--- config.mk ---
export PLATFORM = sky130hd
export DESIGN_NAME = cpu_controller
export DESIGN_NICKNAME = d
export VERILOG_FILES = /design/src/rtl/cpu_controller.sv
export SDC_FILE = /design/constraint.sdc
export NUM_CORES = 1
export LEC_CHECK = 0
export BUFFER_PORTS_ARGS = -buffer_cell sky130_fd_sc_hd__buf_2
export CORE_AREA = 5 5 42 44
export DETAILED_ROUTE_END_ITERATION = 8
export DIE_AREA = 0 0 47 49
export GPL_ROUTABILITY_DRIVEN = 0
export HOLD_SLACK_MARGIN = 0.1
export PLACE_DENSITY_LB_ADDON = 0.05
export SETUP_SLACK_MARGIN = 0.4
export SLEW_MARGIN = 20
export SYNTH_ARGS = -nofsm -noshare
export SYNTH_HDL_FRONTEND = slang
export SYNTH_SLANG_ARGS = --single-unit
--- constraint.sdc ---
create_clock -name clk -period 1.9 [get_ports clk]
set_input_delay 0.19 -clock clk [delete_from_list [all_inputs] [get_ports clk]]
set_output_delay 0.19 -clock clk [all_outputs]
set_load 0.05 [all_outputs]
--- src/rtl/cpu_controller.sv ---
// cpu_controller: eight-phase fetch/execute sequencer for the 8-bit accumulator CPU.
// The only state is the phase counter. Every strobe is a combinational decode of
// the phase, the IR opcode, the ALU zero flag and the resume request.
module cpu_controller #(
  parameter int unsigned PHASE_W = 3
) (
  input  logic               clk,
  input  logic               rst,
  input  logic [2:0]         opcode,
  input  logic               zero,
  input  logic               resume,
  output logic               sel,
  output logic               rd,
  output logic               ld_ir,
  output logic               inc_pc,
  output logic               ld_pc,
  output logic               ld_ac,
  output logic               data_e,
  output logic               wr,
  output logic               halt,
  output logic [PHASE_W-1:0] phase
);

  // Opcode encoding shared with the ALU
  localparam logic [2:0] OP_HLT = 3'b000;
  localparam logic [2:0] OP_SKZ = 3'b001;
  localparam logic [2:0] OP_ADD = 3'b010;
  localparam logic [2:0] OP_AND = 3'b011;
  localparam logic [2:0] OP_XOR = 3'b100;
  localparam logic [2:0] OP_LDA = 3'b101;
  localparam logic [2:0] OP_STO = 3'b110;
  localparam logic [2:0] OP_JMP = 3'b111;

  typedef enum logic [2:0] {
    INST_ADDR  = 3'd0,
    INST_FETCH = 3'd1,
    INST_LOAD  = 3'd2,
    IDLE       = 3'd3,
    OP_ADDR    = 3'd4,
    OP_FETCH   = 3'd5,
    ALU_OP     = 3'd6,
    STORE      = 3'd7
  } phase_t;

  phase_t phase_q;
  phase_t phase_d;

  logic op_hlt;
  logic op_skz;
  logic op_alu;
  logic op_sto;
  logic op_jmp;
  logic op_known;

  // Opcode flags; an X/Z opcode matches no item, so every flag stays 0
  always_comb begin
    op_hlt   = 1'b0;
    op_skz   = 1'b0;
    op_alu   = 1'b0;
    op_sto   = 1'b0;
    op_jmp   = 1'b0;
    op_known = 1'b0;
    case (opcode)
      OP_HLT: begin op_hlt = 1'b1; op_known = 1'b1; end
      OP_SKZ: begin op_skz = 1'b1; op_known = 1'b1; end
      OP_ADD: begin op_alu = 1'b1; op_known = 1'b1; end
      OP_AND: begin op_alu = 1'b1; op_known = 1'b1; end
      OP_XOR: begin op_alu = 1'b1; op_known = 1'b1; end
      OP_LDA: begin op_alu = 1'b1; op_known = 1'b1; end
      OP_STO: begin op_sto = 1'b1; op_known = 1'b1; end
      OP_JMP: begin op_jmp = 1'b1; op_known = 1'b1; end
      default: ;
    endcase
  end

  // Phase register; reset forces INST_ADDR immediately, independent of clk
  always_ff @(posedge clk or posedge rst) begin
    if (rst) begin
      phase_q <= INST_ADDR;
    end else begin
      phase_q <= phase_d;
    end
  end

  // Next phase and strobe decode
  always_comb begin
    phase_d = phase_t'(3'(phase_q + 3'd1));
    sel     = 1'b0;
    rd      = 1'b0;
    ld_ir   = 1'b0;
    inc_pc  = 1'b0;
    ld_pc   = 1'b0;
    ld_ac   = 1'b0;
    data_e  = 1'b0;
    wr      = 1'b0;
    halt    = 1'b0;
    case (phase_q)
      INST_ADDR: begin
        sel = 1'b1;
      end
      INST_FETCH: begin
        sel = 1'b1;
        rd  = 1'b1;
      end
      INST_LOAD: begin
        sel   = 1'b1;
        rd    = 1'b1;
        ld_ir = 1'b1;
      end
      IDLE: begin
        sel = 1'b1;
        rd  = 1'b1;
      end
      OP_ADDR: begin
        // HLT parks here until resume; the resume cycle itself bumps the PC
        halt   = op_hlt;
        inc_pc = (op_known & ~op_hlt) | (op_hlt & resume);
        if (op_hlt && !resume) begin
          phase_d = OP_ADDR;
        end
      end
      OP_FETCH: begin
        rd = op_alu;
      end
      ALU_OP: begin
        rd     = op_alu;
        inc_pc = op_skz & zero;
        data_e = op_sto;
      end
      STORE: begin
        rd     = op_alu;
        ld_ac  = op_alu;
        ld_pc  = op_jmp;
        data_e = op_sto;
        wr     = op_sto;
      end
      default: ;
    endcase
  end

  assign phase = PHASE_W'(phase_q);

endmodule

=== Yosys cells after proc, flatten, opt, wreduce, memory -nomap -nowiden ===
Cells that the tools add are included.

* Add/sub/neg operators: 1
* Equality and inequality tests: 14
* Muxes and demuxes: 17
* Bitwise operators: 5
* Reduce and logical (&&, ||, !) cells: 10

{| class="wikitable"
|+ Operator list
! kind !! number
|-
| == test 3 bit, second input constant || 8
|-
| two-way mux 1 bit || 13
|-
| == test 3 x 2 -> 1 bit, second input constant || 4
|-
| OR reduction 4 bit || 2
|-
| OR reduction 8 bit || 1
|-
| == test 3 x 1 -> 1 bit, second input constant || 2
|-
| logical NOT 3 bit || 2
|-
| two-way mux 3 bit || 2
|-
| OR reduction 3 bit || 2
|-
| one-hot mux 1 bit (2 select lines) || 2
|-
| adder 3 x 1 -> 3 bit, second input constant || 1
|-
| AND 1 bit || 3
|-
| OR reduction 2 bit || 1
|-
| logical AND 1 bit || 1
|-
| logical NOT 1 bit || 1
|-
| NOT 1 bit || 1
|-
| OR 1 bit || 1
|}

* Flip-flop bits (word level): 3
* Input port bits: 7
* Output and inout port bits: 12
* Logic and storage cells: 48

=== Depth between registers and ports, before layout ===
Gate-level depths: netlist of run 1.

* Depth in word-level cells: 6
* Depth in mapped cells: 5
* Mapped depth without buffers: 5

=== Least setup slack after synthesis of run 1 ===
OpenSTA, ideal clock, no wires.

* Path type: register -> output
* Start point: register phase_q[0], in the netlist phase[0]
* End point: output wr
* Arrival time: 2.317 ns
* Required time: 1.710 ns
* Path slack: -0.607 ns
* Stages on the path, launching flop included: 4
* Path buffers: 0
* Cells stage by stage: dfrtp_1 > ha_1 > ha_1 > nor3b_1

* Longest elaborated chain between the ends: 2

{| class="wikitable"
|+ Ends and longest elaborated chain
! item !! line !! text
|-
| from (decl) || 45 || <nowiki>phase_t phase_q;</nowiki>
|-
| from (signal assigned) || 81 || <nowiki>phase_q <= phase_d;</nowiki>
|-
| == test 3 bit || 97 || <nowiki>case (phase_q)</nowiki>
|-
| two-way mux 1 bit || 97 ||
|-
| to (decl) || 19 || <nowiki>output logic wr,</nowiki>
|}

Every way passes these cells.

=== Final worst setup path of run 1 ===
* Start point: register phase_q[0], in the netlist phase[0]
* End point: output inc_pc

* Longest elaborated chain between the ends: 2
* Elaborated cells between the ends (all ways): 3
* Classes of those cells: eq/ne: 2; mux: 1

{| class="wikitable"
|+ Ends and longest elaborated chain
! item !! line !! text
|-
| == test 3 bit || 97 ||
|-
| one-hot mux 1 bit (2 select lines) * || 97 ||
|-
| to (decl) || 15 || <nowiki>output logic inc_pc,</nowiki>
|}

Every way passes the cells marked *; elsewhere a longest branch is shown, timed or not.

==> metrics, run 1 <==
max-capacitance violation count 0; global-route wire length before repair 1590 um; initial antenna violation count 0; Setup crit start kind flip-flop; post-synthesis sequential area ratio 23.1%; DR vias 384; Synth area leader ha_1; YS warnings 0; wire length per cell 11.8 um; worst slew pin tran 0.413 ns; setup TNS 0 ns; Peak Freq 0.555 GHz; Setup crit end kind output pin; Hold EP phase[0]$_DFF_PP0_; final period utilization 94.8%; grt ovf 0; FP Rows 14; Seq cells post-synth 3; largest net degree at the start of global routing 9; placed cell area 591 um2; Clock Pin Slew Worst Setup and Hold Paths 0.03 ns; most common cell in the netlist ha_1; io pins 19; kind of critical path flip-flop to output pin; crit-path max FO 5; outcome finished clean; Slew HR 72.4%; Slew Limit Fails 0; number of flops mapped to enable cells by yosys 0; post-route minimum period 1.80 ns; drt pass-1 iters 4; fin nets 83; RSZ-0062 raised after global routing yes; FF-to-FF path depth 6; worst path bufs/invs 2; most crowded layer after global routing met2; core area 1400 um2; vias per inst 4.57; M2 GR Usage 16.7%; r2r setup slk 0.59 ns; slowest CP cell dfrtp_2; Root Buffer clkbuf_4; Starting Density 23.2%; vias in the first global route 404; syn nets 52; deepest level of the CTS H-tree 1; worst hold path class primary input to flip-flop; Hold Crit Depth 3; I/O Buffers 18; antenna-violating nets left 0; share of cells above drive strength 1 82.4%; Starting DRT DRC Count 3; worst endpoint data arrival time 1.61 ns; die height 49 um; CTS tree built; Syn Std Cell Area 325 um2; synth cell count leaders 7 x ha_1, 4 x inv_1, 4 x nor2_1, 4 x nor3_1; area fraction of the dominant cell type after synthesis 26.9%; max reg flops 3; DIE AREA 2300 um2; Post-Synthesis Cells 38; CP Launch Point phase[0]$_DFF_PP0_; synth unique cells 19; HP Start resume; Main synth FF type dfrtp_1; area grow syn2layout 153%; Clk Latency, worst-skew pair 0.22 ns; Syn Area/Cell 8.56 um2; Max Clock Skew 0.00112 ns; Top delay family on crit path flip-flops; CP Data Required Time 1.71 ns; Finish-stage setup viols 0; All-Layer GR Usage 9.03%; WL final 991 um; async set-reset flop share out of synthesis 100%; Antenna Cells 0; final hold violation count 0; CP peak stage delay 0.46 ns; # DRC 0; reg2reg start phase[0]$_DFF_PP0_; met1 Usage GRT 9.27%; clk sink count 3; largest cells by area after synthesis ha_1 27%, dfrtp_1 23%, nor3_1 6.2%; met3 GRT Util 1.11%; TritonCTS Buffers 3; reg-to-reg endpoint phase[2]$_DFF_PP0_; design area 823 um2; Clock Tree Buf Depth 2; DP HPWL 788 um; Die Span X 47 um; CP cell instances inv_4, ha_4, nand4_1, or3_4, o21ai_4, buf_6
==> per-layer routing <==
layer  vias to the layer above  wire (um)
met2                        13        546
met3                         0         73
met5                         -          0
li1                        188          -
met4                         0          0
met1                       183        372
==> cell type report <==
| cell class | count | area [um2] |
|---|---|---|
| repair buffers | 26 | 244 |
| clock buffers | 4 | 26.3 |
| fillers | 132 | 578 |
| flip-flops and latches | 3 | 78.8 |
| multi-input cells | 31 | 437 |
| inverters | 4 | 17.5 |
| well taps | 16 | 20.0 |
==> repair_timing <==
action                                 4_1_cts  5_1_grt
setup buffers                                6        1
setup endpoints to repair                    9        9
endpoints found under the hold margin        3        0
gates resized for setup                     31        5
pin swaps                                    4        4
hold buffers                                 1        0
==> worst max-delay path by stage <==
stage / to / slack, ns / cells past startpoint
5_1_grt: rd / 0.03 / 6
3_5_place_dp: inc_pc / 0.18 / 6
3_3_place_gp: inc_pc / 0.22 / 6
6_report: inc_pc / 0.1 / 6
4_1_cts: rd / 0.08 / 5
2_1_floorplan: data_e / 0.24 / 4
==> cell families (layout without fill, tap and decap cells) <==
group	Yosys count	count (layout)	synth area share, %
AOI/OAI and AO/OA	4	4	10.0
xor gates and xnor gates	1	1	2.69
adders and majority gates	7	7	26.9
buffers and inverters	4	34	4.61
DFF	3	3	23.1
and+or+nand+nor	19	19	32.7
==> placed cells by master, fill, tap and decap left out, drive strengths merged <==
master       count
a2111oi          1
a21oi            1
and2             1
buf             25
clkbuf           4
dfrtp            3
dlygate4sd3      1
ha               7
inv              4
nand2            3
nand2b           1
nand4            1
nor2             4
nor2b            1
nor3             5
nor3b            1
o21ai            1
o21bai           1
or3              2
xor2             1
==> worst reg2reg max path: stages, from the launching register on <==
cell and delay, ns:
dfrtp_2 0.46, inv_4 0.10, buf_6 0.10, ha_4 0.15, nand2_4 0.08, nor3_2 0.22
nand2b_1 0.13
==> stage by stage <==
stage / hold WS, ns / cells / setup WS (ns) / utilization (%)
6_report: 0.234 / 84 / 0.0984 / 58.8
5_1_grt: 0.253 / 84 / 0.0349 / 58.8
4_1_cts: 0.235 / 83 / 0.0774 / 57.1
3_5_place_dp: 0.0543 / 72 / 0.177 / 42.1
3_3_place_gp: 0.0494 / 72 / 0.218 / 42.1
2_1_floorplan: -0.0563 / 38 / 0.244 / -
Power of run 1 is not shown: default switching activity piles up to over one toggle a cycle in this logic, so the estimate is an artifact.
==> run 2: changes to the inputs <==
==> constraint.sdc (replaced) <==
create_clock -name clk -period 1.6 [get_ports clk]
set_input_delay 0.16 -clock clk [delete_from_list [all_inputs] [get_ports clk]]
set_output_delay 0.16 -clock clk [all_outputs]
set_load 0.05 [all_outputs]
==> run 2 against run 1 <==
Compared with the run above: the run now ends with negative setup slack left; non-clock buffer count is 2 lower; design area fell by 5.3%; sequential cell count unchanged; cell count is 2.4% lower; via count down 2.9%; worst hold slack worse by 0.029 ns; routed wire length up 3.4%; critical path type unchanged.
==> metrics, run 2 (same netlist as run 1, synthesis figures left out) <==
CP Launch Point phase[0]$_DFF_PP0_ (unchanged); final period utilization 110%; most used cell, CP ha_4; r2r setup slk 0.24 ns (was 0.59 ns); Die Span X 47 um (unchanged); worst endpoint data arrival time 1.59 ns (was 1.61 ns); grt ovf 0 (unchanged); vias per inst 4.55 (was 4.57); Setup WS post-layout -0.154 ns (was 0.0984 ns); deepest level of the CTS H-tree 1 (unchanged); Setup crit end kind output pin (unchanged); max-capacitance violation count 0 (unchanged); final hold violation count 0 (unchanged); FP Rows 14 (unchanged); Critical path destination rd (was inc_pc); All-Layer GR Usage 10.4% (was 9.03%); largest net degree at the start of global routing 8 (was 9); Clock Tree Buf Depth 2 (unchanged); reg2reg start phase[1]$_DFF_PP0_ (was phase[0]$_DFF_PP0_); Setup crit start kind flip-flop (unchanged); I/O Buffers 18 (unchanged); Clk Latency, worst-skew pair 0.23 ns (was 0.22 ns); CTS tree built (unchanged); outcome finished with violations (was finished clean); # fillers 130 (was 132); Peak Freq 0.570 GHz; TritonCTS Buffers 3 (unchanged); Slew Limit Fails 0 (unchanged); CP cell instances ha_4, ha_4, a2111oi_4, nor3_4, buf_6 (was inv_4, ha_4, nand4_1, or3_4, o21ai_4, buf_6); core area 1400 um2 (unchanged); worst hold path class primary input to flip-flop (unchanged); Clock Pin Slew Worst Setup and Hold Paths 0.03 ns (about the same); DIE AREA 2300 um2 (unchanged); clk sink count 3 (unchanged); max reg flops 3 (unchanged); FF-to-FF path depth 5 (was 6); Starting Density 23.2% (unchanged); design area 779 um2 (was 823 um2); wire length per cell 12.5 um (was 11.8 um); Slew HR 71.2% (was 72.4%); # DRC 0 (unchanged); worst slew pin tran 0.431 ns (was 0.413 ns); fin nets 81 (was 83); Max Clock Skew 0.000249 ns (was 0.00112 ns); pre-CTS setup slack 0.00169 ns (was 0.177 ns); area grow syn2layout 140% (was 153%); failing checks negative setup slack; antenna-violating nets left 0 (unchanged); Starting DRT DRC Count 0 (was 3); CP peak stage delay 0.45 ns (was 0.46 ns); DR vias 373 (was 384); share of cells above drive strength 1 81.8% (was 82.4%); WL final 1030 um (was 991 um); placed cell area 613 um2 (was 591 um2); drt pass-1 iters 1 (was 4); post-route minimum period 1.75 ns; DP HPWL 838 um (was 788 um); vias in the first global route 423 (was 404); RSZ-0062 raised after global routing yes (unchanged); die height 49 um (unchanged); io pins 19 (unchanged); leading cell types in the layout, fill and taps excluded 11 x buf_6, 8 x buf_2, 4 x nor3_4, 4 x ha_4 (was 13 x buf_6, 9 x buf_2, 5 x ha_4); global-route wire length before repair 1810 um (was 1590 um); initial antenna violation count 0 (unchanged); crit-path max FO 4 (was 5); most common cell after layout, fill and taps aside buf_6 (unchanged); Finish-stage setup viols 6 (was 0); reg-to-reg endpoint phase[2]$_DFF_PP0_ (unchanged); kind of critical path flip-flop to output pin (unchanged); CP Data Required Time 1.44 ns (was 1.71 ns); Root Buffer clkbuf_4 (unchanged); Antenna Cells 0 (unchanged); slowest CP cell dfrtp_2 (unchanged)
## run 2: area by class of cell
type / instances / area, um2 / share of cell area, %
clock buffers: 4 / 26.3 / 3.37
inverters: 4 / 17.5 / 2.25
multi-input cells: 31 / 425 / 54.6
flip-flops and latches: 3 / 78.8 / 10.1
well taps: 16 / 20.0 / 2.57
repair buffers: 24 / 211 / 27.1
## run 2: timing repair
item                                    CTS  global route
buffers inserted                          1             1
endpoints found under the hold margin     3             0
hold buffers                              1             0
endpoints found under the setup margin   11            12
gates resized for setup                  31             3
pin swaps                                 1             1
## run 2: worst min-delay path by stage
stage          startpoint            endpoint  slack (ns)  cells past startpoint
2_1_floorplan         rst  phase[0]$_DFF_PP0_       -0.09                      1
3_3_place_gp          rst  phase[2]$_DFF_PP0_        0.02                      2
3_5_place_dp          rst  phase[1]$_DFF_PP0_        0.03                      2
4_1_cts            resume  phase[0]$_DFF_PP0_        0.20                      3
5_1_grt            resume  phase[0]$_DFF_PP0_        0.23                      3
6_report           resume  phase[0]$_DFF_PP0_        0.21                      3
## run 2: layer usage
layer  vias to the layer above  GRT usage [%]  part of all wire [%]
met2                        13           19.2                    58
met3                         0           1.48                   7.5
met4                         0           4.15                     0
li1                        187              -                     -
met1                       173           10.9                    34
met5                         -              0                     0
## run 2: critical path, delay by kind of cell, from the launching register on
kind / cells / cell delay (ns)
AOI/OAI and AO/OA: 1 / 0.33
adders and majority gates: 2 / 0.37
buffers and inverters: 1 / 0.16
DFF: 1 / 0.45
and+or+nand+nor: 1 / 0.06
## run 2: metrics by stage
stage	TNS (ns)	hold WS [ns]	util (%)	cells
detailed placement	0	0.0298	43.8	75
global placement	0	0.0213	43.8	75
finish	-0.394	0.205	55.6	82
CTS	-0.448	0.202	54.2	81
floorplan	-0.0461	-0.0863	-	38
global route	-0.867	0.228	55.6	82
Power of run 2 is left out for the same reason.
==> run 3: changes to the inputs <==
--- a/config.mk
+++ b/config.mk
@@ -5,6 +5,7 @@
 export SDC_FILE = /design/constraint.sdc
 export NUM_CORES = 1
 export LEC_CHECK = 0
+export ABC_AREA = 1
 export BUFFER_PORTS_ARGS = -buffer_cell sky130_fd_sc_hd__buf_2
 export CORE_AREA = 5 5 42 44
 export DETAILED_ROUTE_END_ITERATION = 8
==> run 3 against run 2 <==
Compared with the run above: the run still ends with negative setup slack left; clock skew increased by 0.00089 ns; critical endpoint unchanged; maximum frequency is 6.5% higher; global-route usage decreased by 0.30 points; critical path depth is 2 higher; design area is 20% higher; clock-buffer cell count did not move; cell count is 27% higher; sequential share of layout area shrank 1.7 points; utilization is 11 points higher; first-iteration DRC count is the same; routed wire length rose by 13%.
==> metrics, run 3 <==
YS warnings 0 (unchanged); reg2reg start phase[1]$_DFF_PP0_ (unchanged); failing checks negative setup slack (unchanged); drt pass-1 iters 1 (unchanged); vias in the first global route 431 (was 423); DIE AREA 2300 um2 (unchanged); Clk Latency, worst-skew pair 0.23 ns (about the same); Slew HR 83.8% (was 71.2%); All-Layer GR Usage 10.1% (was 10.4%); Hold Crit Depth 3 (unchanged); post-synthesis sequential area ratio 21.4% (was 23.1%); Setup WS post-layout -0.0472 ns (was -0.154 ns); Finish-stage setup viols 3 (was 6); DP HPWL 779 um (was 838 um); Slew Limit Fails 0 (unchanged); kind of critical path flip-flop to output pin (unchanged); die height 49 um (unchanged); reg-to-reg endpoint phase[0]$_DFF_PP0_ (was phase[2]$_DFF_PP0_); Root Buffer clkbuf_4 (unchanged); FF-to-FF path depth 6 (was 5); outcome finished with violations (unchanged); FP Rows 14 (unchanged); max reg flops 3 (unchanged); r2r setup slk 0.43 ns (was 0.24 ns); area grow syn2layout 165% (was 140%); TritonCTS Buffers 3 (unchanged); most common cell in the netlist inv_1 (was ha_1); Setup crit start kind flip-flop (unchanged); Synth area leader ha_1 (unchanged); worst slew pin tran 0.242 ns (was 0.431 ns); clk sink count 3 (unchanged); RSZ-0062 raised after global routing yes (unchanged); initial antenna violation count 0 (unchanged); fin nets 103 (was 81); DR vias 441 (was 373); max-capacitance violation count 0 (unchanged); deepest level of the CTS H-tree 1 (unchanged); grt ovf 0 (unchanged); async set-reset flop share out of synthesis 100% (unchanged); antenna-violating nets left 0 (unchanged); final cell count without fillers 104 (was 82); Seq cells post-synth 3 (unchanged); Starting DRT DRC Count 0 (unchanged); CTS tree built (unchanged); area fraction of the dominant cell type after synthesis 24.9% (was 26.9%); vias per inst 4.24 (was 4.55); Peak Freq 0.607 GHz (was 0.570 GHz); Hold EP phase[2]$_DFF_PP0_ (was phase[0]$_DFF_PP0_); Clock Pin Slew Worst Setup and Hold Paths 0.04 ns (was 0.03 ns); synth unique cells 17 (was 19); syn nets 63 (was 52); Syn Std Cell Area 352 um2 (was 325 um2); core area 1400 um2 (unchanged); Clock Tree Buf Depth 2 (unchanged); Antenna Cells 0 (unchanged); Starting Density 25.1% (was 23.2%); Setup crit end kind output pin (unchanged); final hold violation count 0 (unchanged); WL final 1160 um (was 1030 um); post-route minimum period 1.65 ns (was 1.75 ns); # DRC 0 (unchanged); Syn Area/Cell 7.18 um2 (was 8.56 um2); crit-path max FO 3 (was 4); number of flops mapped to enable cells by yosys 0 (unchanged); leading cell types in the layout, fill and taps excluded 12 x buf_6, 10 x buf_4, 7 x buf_2 (was 11 x buf_6, 8 x buf_2, 4 x nor3_4, 4 x ha_4); synth cell count leaders 10 x inv_1, 9 x nand2_1, 7 x ha_1 (was 7 x ha_1, 4 x inv_1, 4 x nor2_1, 4 x nor3_1); final period utilization 103% (was 110%); Post-Synthesis Cells 49 (was 38); dpl cells 84 (was 75); HP Start resume (unchanged); global-route wire length before repair 1740 um (was 1810 um); largest cells by area after synthesis ha_1 25%, dfrtp_1 21%, inv_1 11% (was ha_1 27%, dfrtp_1 23%, nor3_1 6.2%); Die Span X 47 um (unchanged); io pins 19 (unchanged); Main synth FF type dfrtp_1 (unchanged); largest net degree at the start of global routing 9 (was 8); worst endpoint data arrival time 1.49 ns (was 1.59 ns); I/O Buffers 18 (unchanged); CP Data Required Time 1.44 ns (about the same); Max Clock Skew 0.00114 ns (was 0.000249 ns); most common cell after layout, fill and taps aside buf_6 (unchanged); share of cells above drive strength 1 80.7% (was 81.8%); worst hold path class primary input to flip-flop (unchanged); wire length per cell 11.2 um (was 12.5 um)
## run 3: final cells by class
class / instances / area (um2)
multi-input combinational: 35 / 425
tap: 16 / 20.0
timing repair buffer: 35 / 335
inverter: 11 / 46.3
clock buffer: 4 / 26.3
fill: 122 / 469
sequential: 3 / 78.8
## run 3: worst max path at each step
stage                        from    to  slack [ns]  cells after the start
5_1_grt        phase[1]$_DFF_PP0_    rd       -0.11                      7
4_1_cts        phase[1]$_DFF_PP0_    rd       -0.08                      7
3_3_place_gp   phase[0]$_DFF_PP0_    rd        0.04                      7
3_5_place_dp   phase[0]$_DFF_PP0_    rd      -0.002                      7
6_report       phase[0]$_DFF_PP0_    rd       -0.05                      7
2_1_floorplan  phase[0]$_DFF_PP0_  halt       -0.05                      4
## run 3: logic make-up after synthesis
kind of cell,after synthesis,synth area share [%]
adder cells (fa/ha/maj),7,24.9
AND/OR/NAND/NOR,25,36.7
buffers and inverters,11,11.7
AO/OA/AOI/OAI,3,5.34
flip-flops,3,21.4
## run 3: what timing repair did
| item | CTS | global route |
|---|---|---|
| pin swaps | 8 | 9 |
| resized for setup | 31 | 23 |
| endpoints found under the setup margin | 9 | 11 |
| hold buffers | 1 | 0 |
| hold endpoints to repair | 3 | 0 |
| buffers inserted | 6 | 9 |
## run 3: metal layers
metal	vias up	GRT usage, %	share of wire (%)
met2	9	16.3	59
met5	-	0	0
met1	202	12.4	38
met3	0	2.21	3.4
li1	230	-	-
met4	0	4.15	0
## run 3: worst max-delay path, cell delays in order (launching register included)
cell and delay (ns):
dfrtp_2 0.44, ha_4 0.19, ha_4 0.15, inv_2 0.04, nand2_2 0.06, nor2_4 0.15, a21oi_4 0.07, buf_6 0.15
## run 3: per-stage QoR
stage	area [um2]	utilization, %	hold WS [ns]	setup WS, ns	setup TNS [ns]
after floorplan	458	-	-0.0863	-0.0455	-0.0930
after global placement	588	42.0	0.0272	0.0362	0
after detailed placement	588	42.0	0.0259	-0.00248	-0.00248
after CTS	766	54.6	0.251	-0.0803	-0.209
after global routing	932	66.5	0.340	-0.110	-0.430
final	932	66.5	0.322	-0.0472	-0.0822
Power of run 3 is left out for the same reason.
